File: src/rtl/video_scroll.sv
// video_scroll: PPU scroll/address registers v, t, fine X and write toggle w.
module video_scroll #(
    parameter logic [14:0] P_reset_vaddr = 15'h0000
) (
    input  logic        I_vid_clock,
    input  logic        I_reset,
    input  logic        I_clk_rise,
    input  logic [15:0] I_control,
    input  logic        I_render_enable,
    input  logic        I_reg_write,
    input  logic        I_reg_read,
    input  logic [2:0]  I_reg_addr,
    input  logic [7:0]  I_reg_data,
    output logic [14:0] O_vaddr,
    output logic [14:0] O_taddr,
    output logic [2:0]  O_fine_x,
    output logic        O_write_toggle
);
    logic [14:0] v, t, v_n, t_n;
    logic [2:0]  x, x_n;
    logic        w, w_n, incr32, incr32_n;
    logic        active, acc7, inc_h, inc_v, cp_h, cp_v;
    logic        unused_ctrl;

    assign unused_ctrl = ^{I_control[15], I_control[9:0]};

    always_comb begin
        active   = I_control[10] & I_render_enable;
        acc7     = (I_reg_write | I_reg_read) && I_reg_addr == 3'd7;
        inc_h    = (I_render_enable & I_control[11]) | (acc7 & active);
        inc_v    = (I_render_enable & I_control[12]) | (acc7 & active);
        cp_h     = I_render_enable & I_control[13];
        cp_v     = I_render_enable & I_control[14];
        t_n      = t;
        x_n      = x;
        w_n      = w;
        incr32_n = incr32;
        if (I_reg_write && I_reg_addr == 3'd0) begin
            t_n[11:10] = I_reg_data[1:0];
            incr32_n   = I_reg_data[2];
        end
        if (I_reg_read && I_reg_addr == 3'd2)
            w_n = 1'b0;
        if (I_reg_write && I_reg_addr == 3'd5) begin
            if (!w) begin
                t_n[4:0] = I_reg_data[7:3];
                x_n      = I_reg_data[2:0];
            end else begin
                t_n[14:12] = I_reg_data[2:0];
                t_n[9:5]   = I_reg_data[7:3];
            end
            w_n = ~w;
        end
        if (I_reg_write && I_reg_addr == 3'd6) begin
            if (!w)
                t_n[14:8] = {1'b0, I_reg_data[5:0]};
            else
                t_n[7:0] = I_reg_data;
            w_n = ~w;
        end
        v_n = (acc7 && !active) ? v + (incr32 ? 15'd32 : 15'd1) : v;
        if (inc_h)
            {v_n[10], v_n[4:0]} = (v_n[4:0] == 5'd31) ? {~v_n[10], 5'd0} : {v_n[10], v_n[4:0] + 5'd1};
        // Fine Y carries into coarse Y; row 29 is the last visible tile row and wraps to the next nametable.
        if (inc_v) begin
            if (v_n[14:12] != 3'd7)
                v_n[14:12] = v_n[14:12] + 3'd1;
            else begin
                v_n[14:12] = 3'd0;
                v_n[11]    = (v_n[9:5] == 5'd29) ? ~v_n[11] : v_n[11];
                v_n[9:5]   = (v_n[9:5] == 5'd29 || v_n[9:5] == 5'd31) ? 5'd0 : v_n[9:5] + 5'd1;
            end
        end
        if (cp_h)
            {v_n[10], v_n[4:0]} = {t[10], t[4:0]};
        if (cp_v)
            {v_n[14:11], v_n[9:5]} = {t[14:11], t[9:5]};
        if (I_reg_write && I_reg_addr == 3'd6 && w)
            v_n = {t[14:8], I_reg_data};
    end

    always_ff @(posedge I_vid_clock or posedge I_reset) begin
        if (I_reset) begin
            v      <= P_reset_vaddr;
            t      <= P_reset_vaddr;
            x      <= 3'd0;
            w      <= 1'b0;
            incr32 <= 1'b0;
        end else if (I_clk_rise) begin
            v      <= v_n;
            t      <= t_n;
            x      <= x_n;
            w      <= w_n;
            incr32 <= incr32_n;
        end
    end

    assign O_vaddr        = v;
    assign O_taddr        = t;
    assign O_fine_x       = x;
    assign O_write_toggle = w;
endmodule
File: config.mk
export PLATFORM = sky130hd
export DESIGN_NAME = video_scroll
export DESIGN_NICKNAME = d
export VERILOG_FILES = /design/src/rtl/video_scroll.sv
export SDC_FILE = /design/constraint.sdc
export NUM_CORES = 1
export LEC_CHECK = 0
export BUFFER_PORTS_ARGS = -buffer_cell sky130_fd_sc_hd__buf_4
export CAP_MARGIN = 20
export CORE_MARGIN = 4
export CORE_UTILIZATION = 44
export CTS_BUF_LIST = sky130_fd_sc_hd__clkbuf_8
export CTS_CLUSTER_SIZE = 20
export DETAILED_ROUTE_END_ITERATION = 10
export PLACE_DENSITY = 0.74
export SYNTH_ARGS = -nofsm -noshare
export SYNTH_HDL_FRONTEND = slang
export SYNTH_SLANG_ARGS = --single-unit
export TNS_END_PERCENT = 1
File: constraint.sdc
create_clock -name I_vid_clock -period 9.7 [get_ports I_vid_clock]
set_input_delay 1.94 -clock I_vid_clock [delete_from_list [all_inputs] [get_ports I_vid_clock]]
set_output_delay 1.94 -clock I_vid_clock [all_outputs]
set_load 0.03 [all_outputs]
# Yosys cells after proc, flatten, opt, wreduce, memory -nomap -nowiden
# Index checks and enable logic that the tools add are counted.
# op_classes
n_eq_ne	8
n_mux	29
add_sub_neg	4
bitwise_logic	12
reduce_logical	14
# op_table
cell	n
$mux 15	3
$mux 5	8
$add 15x6->15	1
$eq 5x5->1 const B	3
$mux 6	2
$add 5x1->5 const B	2
$mux 10	1
$eq 3x3->1 const B	3
$mux 3	3
$mux 4	2
$mux 8	1
$logic_and 1x1->1	7
$mux 1	7
$mux 7	1
$and 1x1->1	6
$reduce_and 2->1	2
$add 3x1->3 const B	1
$eq 3x2->1 const B	1
$logic_not 3->1	1
$ne 3x3->1 const B	1
$not 1->1	3
$or 1x1->1	3
$reduce_and 3->1	1
$reduce_bool 3->1	1
other kinds (3)	3
# word_totals
register_bits	35
elab_cells	72
output_inout_bits	34
input_bits	33

# Logic depth before layout (Yosys ltp)
# Gate-level depths: netlist (run 1).
# depth
depth_word	11
mapped_depth	13
ltp_nobuf	13

# Least setup slack after synthesis (run 1)
# Ideal clock, no wire load.
# synth_timing
path_kind	input-to-reg
from	input port I_reg_addr[2]
to	register v[11] (netlist: O_vaddr[11])
setup_ns	0.126
stages	10
path_slack_ns	5.123
t_required_ns	9.574
n_path_buf	1
t_arrival_ns	4.451
path_cell_list	clkbuf_2 > o2111ai_1 > or3_1 > nor3_1 > xor2_1 > ha_1 > ha_1 > nand3_1 > or4_1 > a221o_1
# synth_between
elab_chain_cells	10
elab_cells_between_ends	17
cone_classes	4 x eq/ne; 6 x mux; 3 x bitwise; 4 x reduce/logical
# synth_rtl
item	line_no	rtl
from (decl)	12	input logic [2:0] I_reg_addr,
$eq 3x3->1	29	acc7 = (I_reg_write | I_reg_read) && I_reg_addr == 3'd7;
$logic_and 1x1->1	29	
$logic_and 1x1->1	61	v_n = (acc7 && !active) ? v + (incr32 ? 15'd32 : 15'd1) : v;
$mux 15	61	
$eq 5x5->1 / $not 1->1 (equally long branches)	70	v_n[11] = (v_n[9:5] == 5'd29) ? ~v_n[11] : v_n[11];
$mux 1	70	
$mux 1	66	if (v_n[14:12] != 3'd7)
$mux 4	65	if (inc_v) begin
$mux 4	76	if (cp_v)
$mux 15 *	78	if (I_reg_write && I_reg_addr == 3'd6 && w)
to (signal assigned)	84	v <= P_reset_vaddr;
to (signal assigned)	90	v <= v_n;
to (decl)	19	logic [14:0] v, t, v_n, t_n;
# Mark *: on every way between the ends. The rest lies on a longest branch, timed or not.
# A chain may end at the register's enable or synchronous reset.

# Worst setup path in the final report (run 1)
# layout_timing
from	input port I_reg_addr[1]
to	register v[11] (netlist: O_vaddr[11])
# Same word-level chain as after synthesis.

==> flow_results.org, run 1 <==
** Finish
- Layout overhead on the synthesized area :: 18.9%
- Share of final-layout standard cells stronger than drive strength 1 :: 20.3%
- The final layout contains 417 nets.
- Leaving out fill and tap cells, the most frequent cell in the layout is buf_4.
- The filler cells instantiated in the layout total 552.
- Design Area, Final :: ~0.0032 mm2
- Antenna diode count :: 0
- Highest-count cells in the layout ignoring fill and taps :: buf_4, nand2_1, dfrtp_1

** Worst setup path
- CP Class :: in2reg
- Among all stages on the critical path, the largest delay is contributed by or4_1.
- Of all nets on the critical path, the largest fanout is 10.
- Cell repeated most along the worst path :: ha_1
- Reg2reg start :: O_vaddr[0]
- In this design, the largest share of critical-path delay is due to simple AND/OR/NAND/NOR gates.
- Startpoint class of the critical path :: primary input
- For the worst setup path, the data arrival time is 4.83 ns.
- STA classifies the critical path endpoint as a flip-flop.
- In this design, the stage delay of the slowest critical-path cell is 0.58 ns.
- For the worst setup path, the data required time is 9.87 ns.
- CP cell instances :: buf_4 -> o2111ai_1 -> or3_1 -> nor3_1 -> xor2_1 -> ha_1 -> ha_1 -> nand3_1 -> or4_1 -> a221o_1
- Critical path startpoint :: I_reg_addr[1]
- Number of buffers and inverters on the critical path :: 1

** GRT
- Number of antenna violations at the first check in global routing :: 0
- The first global-routing pass estimated 12500 um of wire.
- Leftover overflow at the end of global routing :: 0
- Combined global-route utilization of all metal layers :: between 20% and 30%
- Pin count of the biggest net entering global routing :: 61
- The via count of the first global-routing pass was around 2600.

** Clocking
- Depth of the CTS H-tree :: 2
- The clock drives 35 sinks.
- The clock reaches the later pin of the worst-skew pair after ~0.28 ns.
- Hold-fix buffer count after cts :: 0
- Counting along the longest clock path gives a buffer depth of 2.
- CTS tree :: yes
- Clk pin slew, worst setup/hold paths :: 0.07 ns
- Library cell used as clock root buffer :: clkbuf_8
- CTS Buf Count :: 5
- Buffers added to address setup during post-CTS repair amount to 0.
- Count of cells resized by post-cts repair :: 0

** Drt
- In this run the top signal layer used is met4.
- The detailed router put a total of 3300 um of wire on met1.
- In this run the remaining antenna-violating nets after routing total 0.
- In the detailed route, the total length drawn on met3 is 677 um.
- Total met2 wirelength after detailed routing :: around 3600 um
- Wires add up to 7620 um.
- Via-to-Cell Ratio :: 5.99
- Drt drc :: 0
- In this run, the number of DRC markers left after iteration 0 of detailed routing was 170.
- After detailed routing, the average wire length per cell comes to 17.0 um.
- The detailed router placed 2689 vias in this run.
- Length of the first detailed-routing pass in iterations :: 4

** Synthesis
- Yosys printed 0 warnings.
- Among all flip-flop cells after synthesis, the most frequent one is dfrtp_1.
- Of the total synthesized cell area, the portion taken by AND, OR, NAND and NOR gates is 22.0%.
- Counting flops and latches in the post-synthesis netlist gives 35.
- After synthesis, the largest family of logic cells by area is compound AO/OA/AOI/OAI gates.
- Mapped Nets :: 370
- Avg Inst Size Synth :: 8.16 um2
- Post-synth cell types :: 60
- The portion of synthesized area spent on multiplexers is ~4.7%.
- Instance count of the mapped netlist :: ~330
- Compound-Gate Fraction of Synth Area :: 27.2%
- Number of enable-type register cells in the synthesized netlist :: 0
- Of the total synthesized cell area, the portion taken by XOR and XNOR cells is 4.25%.
- Share of synthesized area occupied by flip-flops and latches :: 32.7%
- Summing every instance area after synthesis gives 0.00268 mm2.
- The synthesized netlist devotes under 10% of its cell area to adder and majority cells.
- Fraction of registers with async set/reset :: 100%

** Placed design
- Cell Area, Placed :: slightly above 0.003 mm2
- Placed wire-length estimate after detailed placement :: slightly below 6000 um
- At the end of routability-driven placement, the weighted congestion stood at 0.878.
- Port buffering added 55 buffers.

** Floorplanning
- Die Area :: 0.00740 mm2
- Horizontal extent of the die :: approximately 86 um
- Starting utilization of the core area :: 45.2%
- The die is 86.0 um tall.
- Total number of placement rows :: 28
- I/O pin total :: 67
- The total area inside the core boundary comes to 0.00592 mm2.

** Flow run
- Max-cap check violation count :: 0

** STA
- Sum of negative setup slack :: 0 ns
- The tightest hold path in the finished design has a slack of approximately 0.52 ns.
- The max-slew violation count was 0.
- Min Clock Period, post-route :: 4.67 ns
- RSZ-0062 raised after global routing :: no
- Count of endpoints failing hold in the final timing report :: 0
- Setup violations remaining at the end of the flow were counted as 0.
- At the pin with the least slew margin, the transition time is between 0.7 and 0.8 ns.
- Headroom to the max-slew limit came out at approximately 49%.
- Between clock sinks in the finished design, the worst skew comes to a little under 0.007 ns.
- Of the available clock period, the critical path in the final layout requires around half.
- Derived from the worst setup path, the maximum achievable clock frequency is 0.214 GHz.

** Power
- IR analysis of the VDD net gives a maximum drop of 0.000150 V.
- The completed layout was analyzed and its total power is 0.688 mW.
- Power per Cell Area :: between 200 and 250 mW/mm2
- Summed over all cells, the static leakage comes to ~1.4 nW.

** Status
- Result of the run :: finished, final reports clean

** Worst hold path
- The tightest min-delay check is of the reg2reg type.
- Hold Path Origin :: O_fine_x[2]
[worst reg2reg max path: stages (launching register included)]
cell and delay (ns):
dfrtp_1 0.44, ha_1 0.26, ha_1 0.21, and3_2 0.22, a31oi_1 0.47, nor3_1 0.13, xor2_1 0.24, ha_1 0.20
ha_1 0.19, nand3_1 0.24, or4_1 0.58, a221o_1 0.30
[cell usage after synthesis (all sizes together), types with 2 or more instances]
cell type	instances	share of area, %
mux2	4	1.7
a31o	3	0.98
nand2b	2	0.47
and2	5	1.2
nor2	24	3.4
nand3	17	3.2
ha	9	4.2
o22a	2	0.65
nand2	40	5.6
a22o	8	2.6
xor2	8	2.6
a31oi	7	1.9
and3	6	1.4
nand4	4	0.93
o311ai	2	0.65
o22ai	8	1.9
xnor2	5	1.6
nor3	7	1.3
a21boi	6	1.7
nor2b	4	0.93
dfrtp	35	33
clkbuf	14	2.4
a211oi	3	0.84
buf	2	0.61
mux2i	8	3.0
o211ai	2	0.56
o2111ai	3	0.98
o21ai	32	6.1
a22oi	2	0.56
inv	14	2.0
a21oi	17	3.2
or3	4	0.93
[where the power goes]
group / total [mW] / internal (mW) / switching, mW
logic: 0.343 / 0.138 / 0.205
registers: 0.249 / 0.192 / 0.0574
clock network: 0.0963 / 0.0468 / 0.0495
[through the flow]
step                setup slack (ns)  utilization, %  cells
finish                          5.03            53.8    449
global route                    4.82            53.8    449
global placement                4.81            52.5    443
detailed placement              4.74            52.5    443
CTS                             5.03            53.8    449
floorplan                       5.12               -    328
[per-layer routing]
layer	global-route usage [%]	up-vias
met2	32.9	106
met4	6.33	0
li1	-	1314
met1	28.6	1260
met3	4.80	9
met5	0	-
[worst paths after layout]
path	to	cells past startpoint	slack, ns
hold reg to reg	O_fine_x[2]	1	0.52
max in group asynchronous	O_taddr[8]	3	7.60
setup / recovery	O_vaddr[11]	10	5.03
hold / removal	O_fine_x[2]	1	0.52
min in group asynchronous	O_vaddr[0]	3	1.77
setup reg to reg	O_vaddr[11]	11	6.10
[registers in the layout (all words and copies together), names as in the netlist]
name,flops
O_vaddr,15
incr32,1
O_taddr,15
O_write_toggle,1
O_fine_x,3
[logic make-up after synthesis]
| group | Yosys count |
|---|---|
| AND/OR/NAND/NOR | 121 |
| AO/OA/AOI/OAI | 108 |
| flip-flops | 35 |
| buffers and inverters | 30 |
| XOR/XNOR | 13 |
| multiplexers | 12 |
| adder cells (fa/ha/maj) | 9 |
[final cells by class]
class	instances	area [um2]	area share, %
clock inverters	1	3.75	0.118
flip-flops and latches	35	876	27.5
repair buffers	56	420	13.2
clock buffers	5	68.8	2.16
inverters	14	52.6	1.65
well taps	75	93.8	2.95
multi-input cells	263	1670	52.4
Power figures use the tool's default switching activity.
==> inputs of run 2 (changes only) <==
- clock period: 9.7 -> 4.8 ns (I/O delays scaled with it)
==> flow_results.org, run 2 (synthesized netlist as in run 1, its figures left out) <==
** Power
- Maximum VDD drop :: 0.000305 V (+100%)
- The reported leakage power was 1.42 nW (+1.0%).
- The power density relative to cell area is 444 mW/mm2 (+110%).
- Design Power :: 1.43 mW (+110%)

** STA
- The slew at the pin closest to its max-slew limit is 0.875 ns (+0.114 ns).
- After layout, the worst path uses 76.3% of the clock period.
- The final-report setup violation count is 0 (unchanged).
- Based on the critical path, the design can be clocked at up to ~0.27 GHz.
- Min Clock Period, post-route :: about 3.7 ns
- The number of endpoints with negative hold slack in the final report came to 0 (unchanged).
- The max-slew violation count was 0 (unchanged).
- Max-Slew Margin vs Limit :: 40.9% (-7.7 points)
- The final sum of negative setup slack is 0 ns (unchanged).
- The worst-case hold slack is 0.517 ns (-0.00300 ns).
- Max Clock Skew :: 0.00518 ns (-0.00177 ns)
- RSZ-0062 raised after global routing :: no

** Placed design
- PortBufs :: 55 (unchanged)
- The placer congestion estimate is 0.888 (+1.1%).
- Dpl cells :: 443 (unchanged)
- The half-perimeter wire length after detailed placement was 5780 um (-0.77%).
- The standard cell area after detailed placement is 0.00311 mm2 (unchanged).

** Clocking
- CTS tree :: yes
- The total clock buffers created by CTS was 5 (unchanged).
- Max clock buf depth :: 2 (unchanged)
- The clock insertion delay at the later pin of the skew report came to 0.29 ns (about the same).
- Clk pin slew, worst setup/hold paths :: 0.07 ns (about the same)
- The post-cts hold buffer count was 0 (unchanged).
- The clock sink count is 35 (unchanged).
- The number of post-CTS setup repair buffers was 0 (unchanged).
- Depth of the CTS H-tree :: 2 (unchanged)
- The count of instances resized after the clock tree is built came to 0 (unchanged).
- Library cell used as clock root buffer :: clkbuf_8

** Drt
- The routed wirelength normalized by instance count came to 16.9 um (-0.69%).
- The final routed DRC violation total came to 0 (unchanged).
- Number of nets with antenna violations after detailed routing :: 0 (unchanged)
- The total number of vias was 2698 (+0.33%).
- The ratio of routed vias to standard cells came to 5.98 (-0.11%).
- Total routed wirelength :: 7610 um (-0.25%)
- The number of violations reported at the end of detailed-routing iteration 0 came to 244 (+44%).
- The iteration count of the initial detailed-routing pass is 5 (+1).

** Worst setup path
- The data arrival time of the critical path was 3.84 ns (-0.99 ns).
- Maximum fanout count along the critical path :: 7 (-3)
- Endpoint kind of the worst setup timing path :: flip-flop
- Setup crit end :: O_vaddr[11]
- In this run the critical register-to-register path is launched from O_vaddr[0].
- Endpoint required time on the critical path :: 4.97 ns (-4.90 ns)
- The flop-to-flop setup slack was 1.21 ns (-4.89 ns).
- The most critical setup path has its startpoint at I_reg_write.
- Worst reg2reg path endpoint :: O_vaddr[11]
- STA classifies the critical path startpoint as a primary input.
- Register-to-Register Path Depth :: 11 (unchanged)
- CP Class :: in2reg

** Floorplanning
- The die outline height came to 86.0 um (unchanged).
- Core area :: 0.00592 mm2 (unchanged)
- Die Area :: 0.00740 mm2 (unchanged)
- The effective utilization at floorplan was 45.2% (unchanged).
- Total number of placement rows :: 28 (unchanged)
- I/O pin total :: 67 (unchanged)
- The die boundary width was 86.0 um (unchanged).

** GRT
- The number of antenna violations at the first check in global routing came to 0 (unchanged).
- Via count of the first global-routing pass :: 2514 (-2.9%)
- The global-route wire length before repair is 12400 um (-0.83%).
- The global-route congestion overflow total was 0 (unchanged).
- The pin count of the biggest net entering global routing came to 61 (unchanged).
- Combined global-route utilization of all metal layers :: 20.9% (-0.039 points)

** Finish
- Antenna diode count :: 0 (unchanged)
- Most common library cell in the layout ignoring fill and taps :: buf_4
- Final standard cell count with taps included and fillers excluded :: 451 (+0.45%)
- The area used by sequential logic in the layout was 876 um2 (unchanged).
- Leaving out fill and tap cells, the most frequent cells in the layout are buf_4, nand2_1, dfrtp_1.
- FILL cells :: 560 (+1.4%)
- Design Area, Final :: 0.00321 mm2 (+0.86%)
- The fraction of layout cells with a size suffix above 1 is 20.7% (+0.42 points).
- Layout overhead on the synthesized area :: 19.9%
- Final-stage net count :: 417 (unchanged)
- Multi-input gate area :: 0.00167 mm2 (unchanged)

** Status
- The run finished with clean final reports.

** Worst hold path
- Kind of path behind the tightest hold check :: reg2reg

** Flow run
- The number of violations of the max-capacitance limit was 0 (unchanged).
run 2: cell count changes in the layout (fill, tap and decap cells not counted), sizes merged:
cell	delta
clkbuf	+2
run 2: worst min path at each step:
stage | slack, ns | startpoint | cells past startpoint | end
floorplan | 0.60 | incr32 | 3 | incr32
global placement | 0.49 | O_fine_x[0] | 1 | O_fine_x[0]
detailed placement | 0.50 | O_fine_x[2] | 1 | O_fine_x[2]
CTS | 0.52 | O_fine_x[2] | 1 | O_fine_x[2]
global route | 0.54 | O_fine_x[2] | 1 | O_fine_x[2]
finish | 0.52 | O_fine_x[2] | 1 | O_fine_x[2]
run 2: worst max-delay path, cell delays in order:
cell       delay (ns)
buf_4            0.12
o2111ai_1        0.27
or3_1            0.50
nor3_1           0.25
xor2_1           0.25
ha_1             0.19
ha_1             0.18
nand3_1          0.23
or4_1            0.58
a221o_1          0.31
run 2: report_power, final:
part | internal [mW] | switching (mW)
combinational | 0.279 | 0.413
clock | 0.129 | 0.106
sequential | 0.387 | 0.113
run 2: routing by layer:
layer | track usage, % | part of all wire (%)
met1 | 29.1 | 45
met3 | 3.84 | 6.4
met4 | 6.19 | 1.2
met2 | 32.9 | 48
met5 | 0 | 0
run 2: through the flow:
step	worst slack (ns)	util, %
after global placement	0.905	52.5
after CTS	1.13	54.2
after global routing	0.920	54.2
final	1.14	54.2
after detailed placement	0.852	52.5
after floorplan	1.20	-
run 2: final cells by class:
cell class              instances  share of cell area, %
clock buffers                   7                   3.00
clock inverters                 1                  0.117
inverters                      14                   1.64
multi-input cells             263                   51.9
flip-flops and latches         35                   27.3
well taps                      75                   2.92
repair buffers                 56                   13.1
==> inputs of run 3 (changes only) <==
- clock period: 4.8 -> 3.4 ns (I/O delays scaled with it)
==> flow_results.org, run 3 (synthesized netlist as in run 1, its figures left out) <==
** Finish
- The number of diodes was 0 (unchanged).
- The number of nets in the finished design is 428 (+2.6%).
- The layout filler cell count is 544 (-2.9%).
- Share of final-layout standard cells stronger than drive strength 1 :: 23.0% (+2.3 points)
- Layout overhead on the synthesized area :: 23.0%
- The library cell used most frequently in the layout, excluding fill and tap cells, is buf_4.
- Design Area, Final :: 0.00329 mm2 (+2.6%)
- Fin util :: 55.6% (+1.4 points)
- The area used by sequential logic in the layout is 876 um2 (unchanged).
- The multi-input gate area in the final layout is 0.00167 mm2 (unchanged).
- In the layout the commonest cells are buf_4, nand2_1, dfrtp_1.

** Worst setup path
- Highest cell delay on the worst timing path :: 0.55 ns (-0.03 ns)
- The largest individual stage delay along the critical path comes from the cell or4_1.
- The critical-path maximum fanout was 3 (-4).
- The data arrival time of the critical path is 3.31 ns (-0.53 ns).
- CP Class :: reg2reg
- CP cell instances :: inv_1 -> ha_1 -> ha_1 -> and3_2 -> a31oi_1 -> nor3_1 -> xor2_1 -> ha_1 -> ha_1 -> nand3_1 -> or4_1 -> a221o_1
- By instance count, the cell type seen most on the critical path is ha_1.
- The worst setup path is captured at a flip-flop.
- The worst setup path is launched from a flip-flop.
- The data required time at the worst endpoint was 3.56 ns (-1.41 ns).

** Placed design
- The setup slack after placement came to -0.000167 ns (-0.852 ns).
- The standard cell area after detailed placement was 0.00319 mm2 (+2.7%).
- The placer congestion estimate came to 0.933 (+5.2%).
- Placed wire-length estimate after detailed placement :: 5840 um (+1.2%)
- PortBufs :: 55 (unchanged)

** STA
- The final-report setup violation count was 0 (unchanged).
- Count of endpoints failing hold in the final timing report :: 0 (unchanged)
- Derived from the worst setup path, the maximum achievable clock frequency is 0.318 GHz.
- Worst Max-Slew Pin Slew :: 0.609 ns (-0.266 ns)
- The remaining max-slew budget at the tightest pin is 59.0% (+18 points).
- The final critical-path setup slack is 0.253 ns (-0.884 ns).
- The max-slew violation count is 0 (unchanged).
- Setup repair after global routing left no endpoint under its margin.
- Dividing the final minimum period by the clock period gives 92.6%.
- Min Clock Period, post-route :: 3.15 ns
- The final sum of negative setup slack is 0 ns (unchanged).
- Max Clock Skew :: 0.00551 ns (+0.000334 ns)

** Clocking
- The count of instances resized after the clock tree is built is 0 (unchanged).
- Depth of the CTS H-tree :: 2 (unchanged)
- Number of sinks driven by the clock tree :: 35 (unchanged)
- The post-cts hold buffer count was 0 (unchanged).
- CTS Buf Count :: 5 (unchanged)
- The maximum clock path buffer count is 2 (unchanged).
- CTS tree :: yes
- The number of post-CTS setup repair buffers came to 0 (unchanged).
- Clk pin slew, worst setup/hold paths :: 0.07 ns (about the same)
- The clock insertion delay at the later pin of the skew report is 0.28 ns (about the same).
- Clock tree synthesis selected as its root buffer the cell clkbuf_8.

** Floorplanning
- The number of ports placed on the die boundary was 67 (unchanged).
- The die boundary width was 86.0 um (unchanged).
- Die Area :: 0.00740 mm2 (unchanged)
- The die outline height is 86.0 um (unchanged).
- The core area was 0.00592 mm2 (unchanged).
- Starting utilization of the core area :: 45.2% (unchanged)
- Total number of placement rows :: 28 (unchanged)

** Power
- The worst-case vdd ir drop came to 0.000364 V (+19%).
- The reported leakage power came to 1.47 nW (+3.8%).
- Design Power :: 2.02 mW (+42%)
- The power density relative to cell area is 615 mW/mm2 (+38%).

** Drt
- Drt drc :: 0 (unchanged)
- Met1 wire length :: 3510 um (+2.9%)
- The routed wirelength normalized by instance count came to 16.4 um (-3.0%).
- 1st-iter DRT viols :: 264 (+8.2%)
- Met3 WL :: 468 um (-3.3%)
- The total number of vias is 2742 (+1.6%).
- The ratio of routed vias to standard cells was 5.94 (-0.79%).
- Number of nets with antenna violations after detailed routing :: 0 (unchanged)
- Length of the first detailed-routing pass in iterations :: 5 (unchanged)
- The wire length on met2 was 3490 um (-3.5%).
- Top Layer Used :: met4
- Total routed wirelength :: 7560 um (-0.63%)

** GRT
- Combined global-route utilization of all metal layers :: 21.5% (+0.62 points)
- The pin count of the biggest net entering global routing is 61 (unchanged).
- The global-route wire length before repair was 12800 um (+3.6%).
- The number of antenna violations at the first check in global routing is 0 (unchanged).
- Leftover overflow at the end of global routing :: 0 (unchanged)
- Via count of the first global-routing pass :: 2635 (+4.8%)

** Worst hold path
- Kind of path behind the tightest hold check :: in2async

** Flow run
- The number of violations of the max-capacitance limit is 0 (unchanged).

** Status
- The flow ran to the end, and the final reports show no timing, DRC or antenna violations.
run 3: area by class of cell:
type	count	area share, %
tap	75	2.85
clock buffer	7	2.93
sequential	35	26.6
multi-input combinational	263	50.6
inverter	14	1.60
clock inverter	1	0.114
timing repair buffer	67	15.3
run 3: power breakdown:
group | leakage, nW | internal [mW] | total (mW) | switching (mW)
combinational | 1.01 | 0.406 | 0.992 | 0.586
sequential | 0.408 | 0.547 | 0.707 | 0.161
clock | 0.0557 | 0.182 | 0.324 | 0.143
total | 1.47 | 1.13 | 2.02 | 0.890
run 3: stage by stage:
step | instances | hold WS, ns
floorplan | 328 | 0.603
global placement | 454 | 0.493
detailed placement | 454 | 0.506
CTS | 462 | 0.504
global route | 462 | 0.532
finish | 462 | 0.496
run 3: worst max-delay path: cells and delay by family (launching register included):
kind                     cells  cell delay (ns)
AND/OR/NAND/NOR              4             1.13
AO/OA/AOI/OAI                2             0.45
buffers and inverters        1             0.13
flip-flops                   1             0.40
adder cells (fa/ha/maj)      4             0.73
XOR/XNOR                     1             0.21
run 3: path summary, 6_finish.rpt:
kind | startpoint | slack [ns] | cells past startpoint | to
worst max-delay path | incr32 | 0.25 | 12 | O_vaddr[11]
worst min-delay path | I_reset | 0.50 | 3 | O_taddr[0]
worst max register to register | incr32 | 0.25 | 12 | O_vaddr[11]
worst min register to register | O_fine_x[2] | 0.52 | 1 | O_fine_x[2]
max in group asynchronous | I_reset | 2.57 | 3 | O_vaddr[14]
min in group I_vid_clock | O_fine_x[2] | 0.52 | 1 | O_fine_x[2]
run 3: metal layers:
layer  track usage (%)  vias up
li1                  -     1332
met1              29.6     1301
met2              33.7      101
met3              4.61        8
met4              6.62        0
met5                 0        -
